File: src/rtl/serial_adder_pkg.sv
// Shared types for the bit-serial adder.
package serial_adder_pkg;

    typedef enum logic [1:0] {
        IDLE = 2'd0,
        RUN  = 2'd1,
        DONE = 2'd2
    } state_t;

endpackage

File: src/rtl/add1.sv
// One-bit full-adder cell.
module add1 (
    input  logic a,
    input  logic b,
    input  logic c_in,
    output logic sum,
    output logic c_out
);

    assign sum   = a ^ b ^ c_in;
    assign c_out = (a & b) | (a & c_in) | (b & c_in);

endmodule

File: src/rtl/serial_adder.sv
// Bit-serial unsigned adder: one full-adder cell applied LSB first over N clock edges,
// with a valid/ready handshake on both the operand and result sides.
module serial_adder
    import serial_adder_pkg::*;
#(
    parameter int N = 8
) (
    input  logic         clk,
    input  logic         rst_n,
    input  logic         i_valid,
    output logic         o_ready,
    input  logic [N-1:0] a,
    input  logic [N-1:0] b,
    input  logic         c_in,
    output logic         o_valid,
    input  logic         i_ready,
    output logic [N-1:0] sum,
    output logic         c_out
);

    localparam int            CW   = $clog2(N + 1);
    localparam logic [CW-1:0] LAST = CW'(N - 1);
    localparam logic [CW-1:0] ONE  = CW'(1);

    state_t        state_r;
    state_t        state_nxt_s;
    logic [N-1:0]  a_r;
    logic [N-1:0]  b_r;
    logic [N-1:0]  sum_r;
    logic [N-1:0]  sum_shift_s;
    logic          carry_r;
    logic          c_out_r;
    logic [CW-1:0] cnt_r;
    logic          cell_sum_s;
    logic          cell_carry_s;

    add1 u_add1 (
        .a     (a_r[0]),
        .b     (b_r[0]),
        .c_in  (carry_r),
        .sum   (cell_sum_s),
        .c_out (cell_carry_s)
    );

    // New sum bits enter at the MSB so the first (LSB) bit lands at bit 0 after N shifts.
    generate
        if (N == 1) begin : g_one
            assign sum_shift_s = cell_sum_s;
        end else begin : g_multi
            assign sum_shift_s = {cell_sum_s, sum_r[N-1:1]};
        end
    endgenerate

    // Next-state decode.
    always_comb begin
        state_nxt_s = state_r;
        case (state_r)
            IDLE: begin
                if (i_valid) begin
                    state_nxt_s = RUN;
                end else begin
                    state_nxt_s = IDLE;
                end
            end
            RUN: begin
                if (cnt_r == LAST) begin
                    state_nxt_s = DONE;
                end else begin
                    state_nxt_s = RUN;
                end
            end
            DONE: begin
                if (i_ready) begin
                    state_nxt_s = IDLE;
                end else begin
                    state_nxt_s = DONE;
                end
            end
            default: state_nxt_s = IDLE;
        endcase
    end

    // State register.
    always_ff @(posedge clk or negedge rst_n) begin
        if (!rst_n) begin
            state_r <= IDLE;
        end else begin
            state_r <= state_nxt_s;
        end
    end

    // Operand capture and one bit of addition per RUN edge.
    always_ff @(posedge clk or negedge rst_n) begin
        if (!rst_n) begin
            a_r     <= '0;
            b_r     <= '0;
            sum_r   <= '0;
            carry_r <= 1'b0;
            c_out_r <= 1'b0;
            cnt_r   <= '0;
        end else begin
            case (state_r)
                IDLE: begin
                    if (i_valid) begin
                        a_r     <= a;
                        b_r     <= b;
                        carry_r <= c_in;
                        cnt_r   <= '0;
                    end
                end
                RUN: begin
                    a_r     <= a_r >> 1'b1;
                    b_r     <= b_r >> 1'b1;
                    sum_r   <= sum_shift_s;
                    carry_r <= cell_carry_s;
                    cnt_r   <= cnt_r + ONE;
                    if (cnt_r == LAST) begin
                        c_out_r <= cell_carry_s;
                    end
                end
                DONE: begin
                end
                default: begin
                end
            endcase
        end
    end

    assign o_ready = (state_r == IDLE);
    assign o_valid = (state_r == DONE);
    assign sum     = sum_r;
    assign c_out   = c_out_r;

endmodule

File: config.mk
export PLATFORM = sky130hd
export DESIGN_NAME = serial_adder
export DESIGN_NICKNAME = d
export VERILOG_FILES = /design/src/rtl/serial_adder_pkg.sv /design/src/rtl/add1.sv /design/src/rtl/serial_adder.sv
export SDC_FILE = /design/constraint.sdc
export NUM_CORES = 1
export LEC_CHECK = 0
export CAP_MARGIN = 20
export CORE_UTILIZATION = 32
export DETAILED_ROUTE_END_ITERATION = 10
export PLACE_DENSITY = 0.58
export SYNTH_ARGS = -nofsm -noshare
export SYNTH_HDL_FRONTEND = slang
export SYNTH_HIERARCHICAL = 1
export SYNTH_SLANG_ARGS = --single-unit
File: constraint.sdc
create_clock -name clk -period 1.55 [get_ports clk]
set_input_delay 0.31 -clock clk [delete_from_list [all_inputs] [get_ports clk]]
set_output_delay 0.31 -clock clk [all_outputs]
set_load 0.05 [all_outputs]
==> results of run 1 <==
==> cells by family (layout without fill, tap and decap cells) <==
| logic type | Yosys count | after routing | share of synthesized area |
|---|---|---|---|
| AND/OR/NAND/NOR | 55 | 55 | 0.166 |
| AO/OA/AOI/OAI | 39 | 39 | 0.181 |
| flip-flops | 32 | 32 | 0.576 |
| buffers and inverters | 11 | 51 | 0.0378 |
| adder cells (fa/ha/maj) | 2 | 2 | 0.0234 |
| multiplexers | 2 | 2 | 0.0162 |
==> power by group through the flow <==
| stage | registers [W] | logic (W) | clock network, W |
|---|---|---|---|
| 6_report | 0.00141 | 0.00173 | 0.000681 |
| 4_1_cts | 0.00141 | 0.00175 | 0.000709 |
| 5_1_grt | 0.00145 | 0.00189 | 0.000750 |
| 2_1_floorplan | 0.00165 | 0.000699 | 0 |
| 3_3_place_gp | 0.00141 | 0.00170 | 0 |
| 3_5_place_dp | 0.00142 | 0.00174 | 0 |
==> worst max-delay path, cell delays in order, from the launching register on <==
cell,delay (ps)
dfrtp_1,420
buf_6,190
nor2_4,130
buf_12,140
==> timing repair <==
| item | 4_1_cts | 5_1_grt |
|---|---|---|
| endpoints found under the setup margin | 1 | 2 |
| gates resized for setup | 1 | 2 |
| hold buffers | 0 | 0 |
==> final timing paths <==
kind	slack (ps)	end	from	depth (start not counted)
max	70	o_ready	state_r[0]	3
min	400	a_r[7]	rst_n	2
max reg2reg	190	c_out	cnt_r[0]	4
min reg2reg	490	a_r[3]	a_r[3]	2
max in group asynchronous	970	state_r[1]	rst_n	2
min in group clk	490	a_r[3]	a_r[3]	2
==> layer usage <==
layer | GRT usage | wire length (µm) | vias to the layer above
met3 | 0.0500 | 161 | 6
met2 | 0.235 | 1330 | 33
met1 | 0.182 | 1290 | 558
li1 | - | - | 563
met5 | 0 | 0 | -
met4 | 0.0625 | 50 | 0
==> layout make-up <==
cell class                      count  area share
Timing Repair Buffer               42       0.256
Multi-Input combinational cell     98       0.268
Inverter                            2     0.00369
Tap cell                           50      0.0308
Clock buffer                        7      0.0474
Sequential cell                    32       0.395
==> through the flow <==
step           area [µm²]  std cells   util
3_5_place_dp         1930        224  0.471
2_1_floorplan        1390        141      -
5_1_grt              2030        231  0.497
4_1_cts              2030        231  0.496
3_3_place_gp         1930        224  0.471
6_report             2030        231  0.497
==> sequential cells by signal, summed over array words and instances (netlist names) <==
name and count:
cnt_r 4, a_r 8, carry_r 1, c_out 1, state_r 2, b_r 8
sum 8
==> Yosys cell counts, types with 2 or more instances <==
library cell,instances,share of area
o21ai_0,17,0.061
nand3_1,3,0.011
nand2_1,44,0.12
nand2b_1,2,0.0090
buf_2,6,0.022
dfrtp_1,32,0.58
a22oi_1,15,0.081
clkbuf_1,2,0.0054
inv_1,2,0.0054
a22o_1,2,0.013
nor2_1,2,0.0054
==> flow_metrics.env, run 1 <==
export IMPL_ys_types=25
export IMPL_dp_slack_ps=59.4
export IMPL_die_h_um=67.9
export IMPL_fp_row_count=23
export IMPL_clock_skew_ps=6.02
export IMPL_worst_ir_drop_vdd_mv=0.700
export IMPL_min_period_ps=1480
export IMPL_fmax_ghz=0.674
export IMPL_setup_ws_ps=66.5
export IMPL_final_common_cell="nand2_1"
export IMPL_synthArstFlopShare=1.00
export IMPL_cts_buffers=5
export IMPL_relSlewSlack=0.793
export IMPL_grt_first_pass_wirelength_um=4930
export IMPL_drtAntennaViolNets=0
export IMPL_finalHoldViolations=0
export IMPL_synth_area_mm2=0.00139
export IMPL_synthCells=141
export IMPL_nFillCells=363
export IMPL_grt_overflow=0
export IMPL_syn_num_nets=164
export IMPL_fp_dieW_um=67.9
export IMPL_combPwrFrac=0.453
export IMPL_clockBufferDepth=2
export IMPL_grtUsageTotal=0.148
export IMPL_clock_sinks=32
export IMPL_wl_per_cell_um=12.3
export IMPL_port_buffers=31
export IMPL_rsz0062_at_grt="false"
export IMPL_dp_hpwl_um=2000
export IMPL_seq_area_um2=802
export IMPL_synth_edf_count=0
export IMPL_finalWeightedCongestion=0.733
export IMPL_post_route_drc_count=0
export IMPL_core_area_mm2=0.00409
export IMPL_worst_slew_pin_slew_ps=310
export IMPL_cp_arrival_ps=1170
export IMPL_ys_seq_area_frac=0.576
export IMPL_drive_gt1_frac=0.182
export IMPL_num_io_pins=32
export IMPL_status="finished, final reports clean"
export IMPL_cts_setup_buffers=0
export IMPL_cp_max_fo=21
export IMPL_start_util=0.340
export IMPL_min_period_over_period=0.957
export IMPL_internal_power_w=0.00237
export IMPL_drt_iter0_drc=64
export IMPL_multiInputGateArea_um2=544
export IMPL_holdWs_ps=397
export IMPL_num_antenna_cells=0
export IMPL_p_switching_w=0.00145
export IMPL_min_path_type="in -> async"
export IMPL_routed_wl_um=2830
export IMPL_start_kind="register"
export IMPL_antenna_found_initial=0
export IMPL_drv_slew=0
export IMPL_fin_total_pwr_w=0.00382
export IMPL_setup_violations=0
export IMPL_p_sw_frac=0.380
export IMPL_mostFrequentLayoutCells="44 x nand2_1, 31 x dfrtp_1, 20 x clkdlybuf4s50_1"
export IMPL_pwr_share_seq=0.369
export IMPL_first_pass_iters=4
export IMPL_tns_ps=0
export IMPL_grt_pass1_vias=1091
export IMPL_vias_per_cell=5.02
export IMPL_cts_tree="done"
export IMPL_clk_pin_slew_worst_paths_ps=70
export IMPL_area_growth_pct=46.2
export IMPL_cap_violations=0
export IMPL_worstSetupPathType="reg -> out"
export IMPL_crit_required_ps=1240
export IMPL_power_per_cell_area_mw_per_mm2=1880
export IMPL_root_buffer="clkbuf_8"
export IMPL_grt_max_degree=33
export IMPL_die_area_mm2=0.00461
export IMPL_nets=204
export IMPL_cp_end_kind="primary output"
export IMPL_p_leak_nw=0.921
export IMPL_via_count=1160
export IMPL_yosys_warnings=6
export IMPL_synthFlopType="dfrtp_1"
export IMPL_htree_num_levels=2
export IMPL_syn_avg_cell_area_um2=9.86
export IMPL_clkPwrFrac=0.179
export IMPL_insertion_delay_ps=280
export IMPL_synth_seq_cells=32
(Power assumes the default switching activity.)
==> run 2, diff against run 1 <==
--- a/config.mk
+++ b/config.mk
@@ -6,9 +6,9 @@
 export NUM_CORES = 1
 export LEC_CHECK = 0
 export CAP_MARGIN = 20
-export CORE_UTILIZATION = 32
+export CORE_UTILIZATION = 41
 export DETAILED_ROUTE_END_ITERATION = 10
-export PLACE_DENSITY = 0.58
+export PLACE_DENSITY = 0.7
 export SYNTH_ARGS = -nofsm -noshare
 export SYNTH_HDL_FRONTEND = slang
 export SYNTH_HIERARCHICAL = 1
==> run 2 against run 1 <==
Clock-buffer cell count grew 1. Global-route usage grew 3.8 points. Sequential share of layout area grew 0.76 points. Critical path depth is the same. Core utilization grew 14 points. Combinational power is essentially flat. Clock power shrank 28%. First-iteration DRC count shrank 33%. Critical path type unchanged.
==> flow_metrics.env, run 2 (synthesized netlist as in run 1, its figures left out) <==
export IMPL_status="finished, final reports clean"
export IMPL_power_per_cell_area_mw_per_mm2=1830
export IMPL_multiInputGateArea_um2=539
export IMPL_drive_gt1_frac=0.204
export IMPL_num_antenna_cells=0
export IMPL_tns_ps=0
export IMPL_finalWeightedCongestion=0.766
export IMPL_grt_pass1_vias=1110
export IMPL_cp_slowest_cell="dfrtp_2"
export IMPL_start_kind="register"
export IMPL_vias_per_cell=5.17
export IMPL_dp_hpwl_um=2060
export IMPL_clockBufferDepth=2
export IMPL_holdWs_ps=378
export IMPL_cp_end_kind="primary output"
export IMPL_num_io_pins=32
export IMPL_cp_arrival_ps=1180
export IMPL_p_sw_frac=0.392
export IMPL_slowest_delay_ps=450
export IMPL_nets=208
export IMPL_cts_tree="done"
export IMPL_cts_buffers=5
export IMPL_crit_chain="nand2b_1 -> inv_2 -> buf_12"
export IMPL_fin_area_mm2=0.00200
export IMPL_p_leak_nw=0.914
export IMPL_cts_hold_buffers=0
export IMPL_worstSetupPathType="reg -> out"
export IMPL_rsz0062_at_grt="false"
export IMPL_min_period_ps=1490
export IMPL_fmax_ghz=0.672
export IMPL_grt_overflow=0
export IMPL_grtUsageTotal=0.186
export IMPL_area_growth_pct=43.7
export IMPL_crit_buf_inv=2
export IMPL_antenna_found_initial=0
export IMPL_internal_power_w=0.00223
export IMPL_fp_dieW_um=60.2
export IMPL_critPathTopFamily="flip-flops"
export IMPL_combPwrFrac=0.481
export IMPL_post_route_drc_count=0
export IMPL_root_buffer="clkbuf_4"
export IMPL_relSlewSlack=0.728
export IMPL_core_area_mm2=0.00313
export IMPL_worst_ir_drop_vdd_mv=0.887
export IMPL_start_util=0.444
export IMPL_worst_slew_pin_slew_ps=408
export IMPL_pwr_share_seq=0.386
export IMPL_clk_pin_slew_worst_paths_ps=90
export IMPL_drtAntennaViolNets=0
export IMPL_cap_violations=0
export IMPL_min_path_type="in -> async"
export IMPL_drt_iter0_drc=43
export IMPL_first_pass_iters=4
export IMPL_crit_required_ps=1240
export IMPL_clkPwrFrac=0.133
export IMPL_wl_per_cell_um=12.5
export IMPL_die_h_um=60.2
export IMPL_p_switching_w=0.00143
export IMPL_die_area_mm2=0.00363
export IMPL_htree_num_levels=2
export IMPL_clock_skew_ps=6.00
export IMPL_post_route_util=0.638
export IMPL_clock_sinks=32
export IMPL_port_buffers=31
export IMPL_mostFrequentLayoutCells="44 x nand2_1, 30 x dfrtp_1, 20 x clkdlybuf4s50_1"
export IMPL_postPlaceCellArea_mm2=0.00191
export IMPL_min_period_over_period=0.960
export IMPL_via_count=1190
export IMPL_drv_slew=0
export IMPL_fp_row_count=20
export IMPL_insertion_delay_ps=320
export IMPL_grt_max_degree=33
export IMPL_seq_area_um2=803
export IMPL_setup_violations=0
export IMPL_grt_first_pass_wirelength_um=4860
export IMPL_finalHoldViolations=0
export IMPL_routed_wl_um=2870
export IMPL_cp_max_fo=5
export IMPL_nFillCells=275
export IMPL_final_common_cell="nand2_1"
## run 2: through the flow
stage / power [W] / setup WS (ps) / cells
global placement: 0.00311 / 53.3 / 219
detailed placement: 0.00317 / -1.47 / 219
finish: 0.00366 / 62.4 / 230
floorplan: 0.00235 / 211 / 141
global route: 0.00390 / 3.06 / 230
CTS: 0.00368 / 8.59 / 228
## run 2: routing by layer
metal / global-route usage / up-vias / wire (µm)
met4: 0.0698 / 0 / 48
met3: 0.0584 / 6 / 162
met1: 0.219 / 571 / 1270
met5: 0 / - / 0
li1: - / 572 / -
met2: 0.314 / 41 / 1380
## run 2: timing repair
action,4_1_cts,5_1_grt
setup buffers,1,2
endpoints found under the setup margin,2,2
gates resized for setup,2,1
## run 2: power groups by stage
| stage | logic [W] | clock network (W) | registers (W) |
|---|---|---|---|
| after floorplan | 0.000699 | 0 | 0.00165 |
| after CTS | 0.00175 | 0.000506 | 0.00142 |
| after global placement | 0.00168 | 0 | 0.00142 |
| after detailed placement | 0.00173 | 0 | 0.00144 |
| final | 0.00176 | 0.000487 | 0.00141 |
| after global routing | 0.00190 | 0.000540 | 0.00146 |
## run 2: path summary, 6_finish.rpt
path,startpoint,end,slack [ps],cells past startpoint
hold / removal,rst_n,a_r[3],380,2
max in group asynchronous,rst_n,state_r[1],850,2
setup reg to reg,cnt_r[0],c_out,170,4
hold reg to reg,a_r[1],a_r[1],490,2
min in group clk,a_r[1],a_r[1],490,2
setup / recovery,state_r[0],o_valid,60,3
## run 2: cell type report
class	count	share of cell area
Tap cell	44	0.0276
Clock buffer	8	0.0294
Multi-Input combinational cell	98	0.270
Inverter	2	0.00376
Sequential cell	32	0.402
Timing Repair Buffer	46	0.267
==> run 3, diff against run 2 <==
--- a/config.mk
+++ b/config.mk
@@ -11,5 +11,4 @@
 export PLACE_DENSITY = 0.7
 export SYNTH_ARGS = -nofsm -noshare
 export SYNTH_HDL_FRONTEND = slang
-export SYNTH_HIERARCHICAL = 1
 export SYNTH_SLANG_ARGS = --single-unit
==> run 3 against run 2 <==
Critical path type unchanged. Setup slack gained 16 ps. Fmax rose by 1.1%. Core utilization decreased by 3.6 points. Worst hold slack improved by 2.4 ps. Sequential cell count unchanged. Design area up 1.4%. Synthesized cell count up 2.8%. Clock-buffer cell count unchanged. Non-clock buffer count decreased by 3. Largest cell class unchanged.
==> flow_metrics.env, run 3 <==
export IMPL_tns_ps=0
export IMPL_insertion_delay_ps=330
export IMPL_synth_largest_area_cell="dfrtp_1"
export IMPL_min_period_ps=1470
export IMPL_fin_area_mm2=0.00203
export IMPL_synthCells=145
export IMPL_cts_hold_buffers=0
export IMPL_yosysMostFrequentCell="nand2_1"
export IMPL_worst_ir_drop_vdd_mv=0.757
export IMPL_finalHoldViolations=0
export IMPL_drt_iter0_drc=57
export IMPL_crit_chain="buf_4 -> nor2_4 -> buf_12"
export IMPL_grt_pass1_vias=1185
export IMPL_critPathTopFamily="flip-flops"
export IMPL_post_route_drc_count=0
export IMPL_cap_violations=0
export IMPL_grtUsageTotal=0.184
export IMPL_cts_buffers=5
export IMPL_start_util=0.432
export IMPL_root_buffer="clkbuf_4"
export IMPL_first_pass_iters=4
export IMPL_cp_slowest_cell="dfrtp_2"
export IMPL_cp_end_kind="primary output"
export IMPL_grt_max_degree=33
export IMPL_fin_total_pwr_w=0.00370
export IMPL_grt_first_pass_wirelength_um=4980
export IMPL_drtAntennaViolNets=0
export IMPL_mostFrequentLayoutCells="43 x nand2_1, 30 x dfrtp_1, 20 x clkdlybuf4s50_1"
export IMPL_num_antenna_cells=0
export IMPL_synthArstFlopShare=1.00
export IMPL_drive_gt1_frac=0.210
export IMPL_syn_avg_cell_area_um2=10.0
export IMPL_synth_common_cells="43 x nand2_1, 32 x dfrtp_1, 18 x o21ai_0, 15 x a22oi_1, 5 x buf_2"
export IMPL_antenna_found_initial=0
export IMPL_min_path_type="in -> async"
export IMPL_synth_top_area_frac=0.551
export IMPL_seq_area_um2=803
export IMPL_min_period_over_period=0.949
export IMPL_grt_overflow=0
export IMPL_setup_violations=0
export IMPL_drv_slew=0
export IMPL_via_count=1205
export IMPL_core_area_mm2=0.00336
export IMPL_nets=208
export IMPL_nFillCells=316
export IMPL_syn_num_nets=168
export IMPL_crit_buf_inv=2
export IMPL_crit_required_ps=1240
export IMPL_die_area_mm2=0.00379
export IMPL_cp_arrival_ps=1160
export IMPL_dp_hpwl_um=2220
export IMPL_htree_num_levels=2
export IMPL_yosys_warnings=0
export IMPL_slowest_delay_ps=420
export IMPL_synth_area_leaders="dfrtp_1 55%, nand2_1 11%, a22oi_1 7.8%"
export IMPL_relSlewSlack=0.732
export IMPL_synth_seq_cells=32
export IMPL_post_route_util=0.602
export IMPL_postPlaceCellArea_mm2=0.00194
export IMPL_p_leak_nw=0.916
export IMPL_num_io_pins=32
export IMPL_ys_types=27
export IMPL_clk_pin_slew_worst_paths_ps=90
export IMPL_wl_per_cell_um=13.0
export IMPL_rsz0062_at_grt="false"
export IMPL_ys_seq_area_frac=0.551
export IMPL_area_growth_pct=39.4
export IMPL_setup_ws_ps=78.7
export IMPL_start_kind="register"
export IMPL_finalWeightedCongestion=0.750
export IMPL_vias_per_cell=5.19
export IMPL_port_buffers=31
export IMPL_status="finished, final reports clean"
export IMPL_fp_dieW_um=61.5
export IMPL_die_h_um=61.5
export IMPL_worst_slew_pin_slew_ps=401
export IMPL_cts_tree="done"
export IMPL_clock_skew_ps=2.96
export IMPL_synth_edf_count=0
export IMPL_dp_slack_ps=-37.1
export IMPL_clock_sinks=32
export IMPL_final_common_cell="nand2_1"
export IMPL_cp_max_fo=3
export IMPL_multiInputGateArea_um2=592
export IMPL_clockBufferDepth=2
export IMPL_fp_row_count=21
export IMPL_synth_area_mm2=0.00145
export IMPL_fmax_ghz=0.680
export IMPL_routed_wl_um=3010
export IMPL_worstSetupPathType="reg -> out"
export IMPL_synthFlopType="dfrtp_1"
export IMPL_power_per_cell_area_mw_per_mm2=1830
[run 3: cell count changes after synthesis, moves of 2 or more]
cell / delta
a21oi_1: +2
nor2b_1: +2
clkbuf_1: -2
buf_6: +3
[run 3: per-stage QoR]
stage          instances  hold slack [ps]
3_3_place_gp         222              466
5_1_grt              232              404
3_5_place_dp         222              477
4_1_cts              232              382
6_report             232              380
2_1_floorplan        145             14.4
[run 3: final cells by class]
cell class | count | area share
clock buffer | 8 | 0.0290
tap | 46 | 0.0284
multi-input combinational | 102 | 0.292
timing repair buffer | 43 | 0.252
inverter | 1 | 0.00185
sequential | 32 | 0.397
[run 3: logic make-up (layout without fill, tap and decap cells)]
| group | after synthesis | after routing | share of synthesized area |
|---|---|---|---|
| DFF | 32 | 32 | 0.551 |
| and+or+nand+nor | 58 | 58 | 0.186 |
| muxes | 2 | 2 | 0.0181 |
| adders and majority gates | 2 | 2 | 0.0224 |
| buffers and inverters | 11 | 52 | 0.0517 |
| AOI/OAI and AO/OA | 40 | 40 | 0.171 |
[run 3: path summary, 6_finish.rpt]
| kind | slack (ps) | endpoint | cells past startpoint | start |
|---|---|---|---|---|
| max | 80 | o_ready | 3 | state_r[1] |
| min | 380 | sum[1] | 2 | rst_n |
| max reg2reg | 90 | b_r[0] | 5 | state_r[0] |
| min reg2reg | 490 | a_r[5] | 2 | a_r[5] |
| max in group asynchronous | 860 | state_r[1] | 2 | rst_n |
| min in group clk | 490 | a_r[5] | 2 | a_r[5] |
[run 3: what timing repair did]
action	in CTS	in global routing
buffers inserted	2	0
resized for setup	2	3
hold endpoints to repair	0	0
pin swaps	0	0
endpoints found under the setup margin	2	2
[run 3: power breakdown]
| group | internal (W) | switching, W | leakage, nW |
|---|---|---|---|
| Combinational | 0.000876 | 0.000946 | 0.470 |
| Sequential | 0.00114 | 0.000260 | 0.413 |
| Clock | 0.000224 | 0.000263 | 0.0326 |
| Total | 0.00224 | 0.00147 | 0.916 |
[run 3: per-layer routing]
layer  up-vias  track usage  wire length (µm)
met2        36        0.333              1590
met4         0       0.0667                44
met1       585        0.203              1230
met5         -            0                 0
li1        577            -                 -
met3         7       0.0567               145
